## config.mk

```make
export PLATFORM = sky130hd
export DESIGN_NAME = mux_seq_n
export DESIGN_NICKNAME = d
export VERILOG_FILES = /design/src/rtl/mux_seq_n.sv
export SDC_FILE = /design/constraint.sdc
export NUM_CORES = 1
export LEC_CHECK = 0
export CAP_MARGIN = 20
export CORE_MARGIN = 2
export CORE_UTILIZATION = 55
export DETAILED_ROUTE_END_ITERATION = 6
export DONT_BUFFER_PORTS = 1
export MAX_ROUTING_LAYER = met4
export PLACE_DENSITY_LB_ADDON = 0.1
export SYNTH_ARGS = -nofsm -noshare
export SYNTH_HDL_FRONTEND = slang
export SYNTH_SLANG_ARGS = --single-unit
export TNS_END_PERCENT = 10
```

## constraint.sdc

```tcl
create_clock -name clk -period 5.2 [get_ports clk]
set_input_delay 0.78 -clock clk [delete_from_list [all_inputs] [get_ports clk]]
set_output_delay 0.78 -clock clk [all_outputs]
set_load 0.005 [all_outputs]
```

## src/rtl/mux_seq_n.sv

```systemverilog
// mux_seq_n: registered N:1 word selector with valid/ready on both sides.
//   mode=0 (direct): one selected lane per transaction.
//   mode=1 (sweep) : capture every lane, then emit lanes s..CHANNELS-1 in
//                    ascending order, one word per output beat.
// A select at or above CHANNELS gives a single zero word with last=1.
// Optional build macro MUX_SEQ_PARITY_EN adds the registered even-parity
// output 'par' alongside r.
//
// Handshake: an input transfer (accept) happens on a rising edge where
// in_valid & in_ready. An output transfer (beat) happens on a rising edge
// where out_valid & out_ready. While out_valid=1 and out_ready=0, the
// outputs r/lane/last (and par) stay frozen.
module mux_seq_n #(
   parameter int WIDTH    = 16,
   parameter int CHANNELS = 4,
   parameter int SEL_W    = 2
) (
   input  logic                      clk,
   input  logic                      reset,
   input  logic [CHANNELS*WIDTH-1:0] d,
   input  logic [SEL_W-1:0]          s,
   input  logic                      mode,
   input  logic                      in_valid,
   output logic                      in_ready,
   output logic [WIDTH-1:0]          r,
   output logic                      out_valid,
   input  logic                      out_ready,
   output logic                      last,
   output logic [SEL_W-1:0]          lane,
`ifdef MUX_SEQ_PARITY_EN
   output logic                      par,
`endif
   output logic [1:0]                state_dbg
);

   typedef enum logic [1:0] {
      IDLE  = 2'd0,
      HOLD  = 2'd1,
      SWEEP = 2'd2
   } state_t;

   localparam logic [SEL_W:0]   CH_EXT    = (SEL_W+1)'(CHANNELS);
   localparam logic [SEL_W-1:0] LAST_LANE = SEL_W'(CHANNELS - 1);

   state_t                    state;
   logic [CHANNELS*WIDTH-1:0] buf_q;

   logic                      accept;
   logic                      beat;
   logic                      s_in_range;
   logic [WIDTH-1:0]          load_word;
   logic [SEL_W-1:0]          next_lane;
   logic [WIDTH-1:0]          sweep_word;

   // Lane extraction that never indexes past the last real lane.
   function automatic logic [WIDTH-1:0] pick(
      input logic [CHANNELS*WIDTH-1:0] vec,
      input logic [SEL_W-1:0]          idx
   );
      logic [WIDTH-1:0] res;
      res = '0;
      for (int k = 0; k < CHANNELS; k++) begin
         if (idx == SEL_W'(k)) res = vec[k*WIDTH +: WIDTH];
      end
      return res;
   endfunction

   assign state_dbg  = state;
   assign accept     = in_valid & in_ready;
   assign beat       = out_valid & out_ready;
   assign s_in_range = ({1'b0, s} < CH_EXT);
   assign load_word  = s_in_range ? pick(d, s) : '0;
   assign next_lane  = lane + 1'b1;
   assign sweep_word = pick(buf_q, next_lane);

   // Upstream may load only when the current output word is the final one
   // and is leaving this cycle (or nothing is pending at all).
   always_comb begin
      in_ready = 1'b0;
      if (!reset) begin
         case (state)
            IDLE:    in_ready = 1'b1;
            HOLD:    in_ready = out_ready;
            SWEEP:   in_ready = out_ready & last;
            default: in_ready = 1'b0;
         endcase
      end
   end

   // Transaction FSM plus all registered outputs.
   always_ff @(posedge clk or posedge reset) begin
      if (reset) begin
         state     <= IDLE;
         r         <= '0;
         out_valid <= 1'b0;
         last      <= 1'b0;
         lane      <= '0;
         buf_q     <= '0;
`ifdef MUX_SEQ_PARITY_EN
         par       <= 1'b0;
`endif
      end else if (accept) begin
         // New transaction; also covers the final beat of the previous one.
         r         <= load_word;
         lane      <= s;
         out_valid <= 1'b1;
`ifdef MUX_SEQ_PARITY_EN
         par       <= ^load_word;
`endif
         if (mode && s_in_range) begin
            buf_q <= d;
            last  <= (s == LAST_LANE);
            state <= SWEEP;
         end else begin
            last  <= 1'b1;
            state <= HOLD;
         end
      end else if (beat) begin
         if (last) begin
            // r and lane deliberately keep their final values.
            out_valid <= 1'b0;
            last      <= 1'b0;
            state     <= IDLE;
         end else begin
            lane <= next_lane;
            r    <= sweep_word;
            last <= (next_lane == LAST_LANE);
`ifdef MUX_SEQ_PARITY_EN
            par  <= ^sweep_word;
`endif
         end
      end
   end

endmodule

```

**Yosys cells after proc, flatten, opt, wreduce, memory -nomap -nowiden**

Cells that the tools add are included.

- Output and inout port bits: 23
- Register bits after elaboration: 86
- Input port bits: 71
- Logic and storage cells: 54

- Muxes and demuxes: 27
- Reduce and logical (&&, ||, !) cells: 8
- Equal/unequal tests: 9
- Add/subtract/negate cells: 1
- Bitwise operators: 3

Operators by type and width:

| operator | number |
|---|---|
| $mux 16 | 11 |
| $mux 2 | 7 |
| $eq 2x2->1 const B | 5 |
| $mux 1 | 8 |
| $eq 2x1->1 const B | 3 |
| $logic_not 2->1 | 3 |
| $reduce_and 2->1 | 3 |
| $reduce_bool 2->1 | 2 |
| $and 1x1->1 | 3 |
| $pmux 1 s3 | 1 |
| $add 2x1->2 const B | 1 |
| $ne 2x1->1 const B | 1 |

**Depth between registers and ports, before layout**

- Word-level depth: 9
- Gate-level depth with buffers: 7
- Gate-level depth less buffers: 6

**Worst setup path after synthesis**

OpenSTA, ideal clock, no wires.

- Path type: input port to flip-flop
- Start: input port reset
- End: register buf_q[10]
- Stages: 6
- Library setup time: 125 ps
- Slack: 1389 ps
- Arrival time: 3686 ps
- Required time: 5075 ps
- Buffers on the path: 2
- Cell sequence: inv_1 > o31a_2 > nand3_2 > buf_6 > buf_12 > mux2_4

- Cells in the longest elaborated chain, start to end: 3

Ends and longest elaborated chain:

| item | line | RTL |
|---|---|---|
| from (decl) | 19 | `input logic reset,` |
| $mux 1 | 80 | `if (!reset) begin` |
| net in_ready | 24 | `output logic in_ready,` |
| $and 1x1->1 | 69 | `assign accept = in_valid & in_ready;` |
| $reduce_and 2->1 (no line) | n/a |  |
| to (signal assigned) | 98 | `buf_q <= '0;` |
| to (signal assigned) | 111 | `buf_q <= d;` |
| to (decl) | 46 | `logic [CHANNELS*WIDTH-1:0] buf_q;` |

The timed path passes the listed nets, and every way through them passes these cells.
A chain may end at the register's enable or synchronous reset.

**Worst setup path after layout**

- Start: input port reset
- End: register buf_q[53]

Same word-level chain as after synthesis.

==> out/results.md <==
| Step | Result | Value |
|:---|:---|:---|
| outcome | Result of the run | completed |
| pwr | Worst-case vdd ir drop | 262 uV |
| route | First-iteration detailed-routing DRC count | 108 |
| sta | Endpoints failing setup | 0 |
| grt | M1 GR Usage | 0.325 |
| logic synthesis | Mapped Nets | 467 |
| clock network | Cts bufs inserted | 9 |
| logic synthesis | Yosys warning count | 0 |
| die | Overall die width | 95.8 microns |
| clock network | Number of hold buffers added after cts | 0 |
| logic synthesis | Sequential fraction of the synthesis area | 0.464 |
| grt | GRT Max-Usage Layer | met2 |
| pwr | Int Pwr | 1.84 mW |
| place | Placed wire-length estimate after detailed placement | 6.50 mm |
| cells and area | Area of all placed cells without fillers | 4850 sq um |
| sta | Final Hold Viols | 0 |
| route | Number of nets still failing antenna checks after routing | 0 |
| run | Max_cap viols | 0 |
| pwr | Switching Share | 0.346 |
| pwr | Switching power | 0.974 mW |
| clock network | Max clock buf depth | 2 |
| cells and area | Fraction of final layout cells sized beyond drive strength 1 | 0.275 |
| logic synthesis | Combined area of all synthesized cells | 4630 sq um |
| cells and area | Layout area overhead | 4.56% |
| clock network | Post-CTS setup buffers | 0 |
| clock network | CTS tree | yes |
| clock network | Count of clock tree sinks | 86 |
| die | Core footprint | 8180 sq um |
| die | Number of top-level pins | 94 |
| logic synthesis | Syn Inst Count | 392 |
| worst setup path | Arrival time at the worst endpoint | 3.24 ns |
| sta | Final Cycle Share | 0.579 |
| die | Total die area | 9180 sq um |
| place | Area post-placement | 4640 sq um |
| die | Number of rows created at floorplan | 33 |
| worst setup path | Largest fanout of any net on the critical path | 45 |
| sta | Post-route setup slack | 2.19 ns |
| sta | Worst-Margin Slew | 0.913 ns |
| logic synthesis | Distinct cell type count of the synthesized netlist | 27 |
| logic synthesis | Register bit total from synthesis | 86 |
| cells and area | Post-Route Utilization | 0.593 |
| grt | Met2 global-route usage | 0.368 |
| place | Placer Congestion | 0.747 |
| cells and area | Fill cells | 671 |
| clock network | Clock slew at reported path FFs | 0.09 ns |
| clock network | Cell at the root of the clock tree | sky130_fd_sc_hd__clkbuf_8 |
| worst setup path | Nature of the critical path startpoint | input pin |
| pwr | Total power per unit cell area | 580 nW/um^2 |
| clock network | CTS-repair resized insts | 0 |
| place | Worst slack, placed | 1.75 ns |
| route | Post-detailed-route DRC marker count | 0 |
| sta | Worst hold slack after final layout | 0.412 ns |
| worst setup path | CP required | 5.43 ns |
| route | Vias/cell | 6.04 |
| sta | Final total negative setup slack | 0 ns |
| sta | Final Max Tran Viols | 0 |
| route | First-pass DRT Iterations | 4 |
| pwr | Cell leakage power | 2.13 nW |
| pwr | Fraction of power consumed by the clock network | 0.172 |
| worst setup path | Type of destination of the critical path | flip-flop |
| grt | Overall fraction of global-route tracks in use | 0.240 |
| sta | Clk_skew | 0.0137 ns |
| pwr | Register share of total power | 0.444 |
| route | Vias post-DR | 2960 |
| sta | Clock period minus worst slack | 3.01 ns |
| clock network | Clock insertion delay at the later pin of the skew report | 0.35 ns |
| die | Starting density of the core | 0.567 |
| grt | Pin count of the biggest net entering global routing | 46 |
| cells and area | Antenna diode count | 0 |
| logic synthesis | Avg Synthesized Cell Area | 11.8 sq um |
| clock network | Depth of the CTS H-tree | 3 |
| worst setup path | Critical setup path kind | in -> reg |
| grt | Met3 usage in global routing | 0.0509 |
| place | Count of input and output buffers | 0 |
| cells and area | Net total in the final layout | 455 |
| hold path | Class of the tightest hold or removal check | in -> async |
| route | Wire length per cell after detailed routing | 20.8 microns |
| sta | RSZ-0062 raised after global routing | no |
| grt | Initial antenna violation count | 0 |
| route | Wire length after detailed routing | 10.2 mm |
| sta | Highest clock frequency the design can meet | 332 MHz |
| pwr | Logic pwr share | 0.384 |
| die | Chip height | 95.8 microns |
| grt | Wire length of the first global-routing pass | 16.0 mm |
| sta | Relative slew slack | 0.390 |
| grt | GRT Residual Overflow | 0 |
| grt | Number of global-route vias before repair | 3074 |
[metal layers]
| layer | wire length, microns | share of wire |
|---|---|---|
| met5 | 0 | 0 |
| met4 | 78 | 0.0076 |
| met3 | 603 | 0.059 |
| met2 | 4850 | 0.48 |
| met1 | 4670 | 0.46 |
[cell families after synthesis]
family,after synthesis,synth area share
simple gates,133,0.126
fa+ha+maj,4,0.0108
buf+inv,32,0.0467
mux,80,0.273
xor+xnor,1,0.00189
flops,86,0.464
compound gates,56,0.0769
[worst max-delay path, cell delays in order]
cell                       delay, ns
sky130_fd_sc_hd__clkinv_2       0.56
sky130_fd_sc_hd__o31a_2         0.38
sky130_fd_sc_hd__nand3_4        0.44
sky130_fd_sc_hd__buf_4          0.62
sky130_fd_sc_hd__mux2_2         0.40
[final cells by class]
type	instances	area, sq um	area share
Clock buffer	13	159	0.0328
Multi-Input combinational cell	274	2290	0.472
Tap cell	105	131	0.0271
Inverter	4	16.3	0.00336
Timing Repair Buffer	5	57.6	0.0119
Sequential cell	86	2150	0.444
Clock inverter	3	42.5	0.00878
[power groups by stage]
stage / registers, mW / logic (mW) / clock network, mW
finish: 1.25 / 1.08 / 0.485
global route: 1.30 / 1.20 / 0.524
detailed placement: 1.26 / 1.09 / 0
global placement: 1.24 / 1.04 / 0
floorplan: 1.18 / 0.908 / 0
CTS: 1.25 / 1.09 / 0.493
[synthesized netlist by cell type (all sizes together)]
library cell	count	area [sq um]
mux4	16	360
nand3	20	105
nor3b	1	7.51
nand2	71	267
dfrtp	86	2150
o211ai	16	120
mux2	64	905
a31oi	17	106
buf	10	134
nor2	21	78.8
or2	1	6.26
ha	4	50.1
clkbuf	18	67.6
inv	4	15.0
a211oi	1	7.51
o31a	1	10.0
and3b	1	8.76
xnor2	1	8.76
a21oi	3	15.0
nor2b	18	113
o31ai	1	12.5
o21ai	17	85.1
[per-stage QoR]
| stage | std cells | total power [mW] |
|---|---|---|
| finish | 490 | 2.81 |
| global placement | 473 | 2.28 |
| CTS | 490 | 2.84 |
| detailed placement | 474 | 2.35 |
| global route | 490 | 3.02 |
| floorplan | 392 | 2.09 |
[cell usage in the layout, fill, tap and decap left out, drive strengths merged]
master / count
dfrtp: 86
nand2: 71
mux2: 64
nor2: 21
nand3: 20
nor2b: 18
o21ai: 17
a31oi: 17
o211ai: 16
mux4: 16
clkbuf: 13
buf: 5
ha: 4
inv: 3
a21oi: 3
clkinv: 2
and3b: 1
o31ai: 1
or2: 1
o31a: 1
xnor2: 1
nor3b: 1
a211oi: 1
bufinv: 1
clkinvlp: 1
[state kept, by name, summed over array words and instances (netlist names)]
name and count:
state_dbg 2, buf_q 64, r 16, out_valid 1, lane 2, last 1
[path summary, 6_finish.rpt]
check | startpoint | end | slack (ns) | cells after the start
worst max register to register | last | buf_q[53] | 2.48 | 5
worst max-delay path | reset | buf_q[53] | 2.19 | 5
worst min register to register | buf_q[63] | buf_q[63] | 0.51 | 1
min in group clk | buf_q[63] | buf_q[63] | 0.51 | 1
worst min-delay path | reset | r[6] | 0.41 | 1
max in group asynchronous | reset | r[15] | 3.73 | 2
Power figures use the tool's default switching activity.
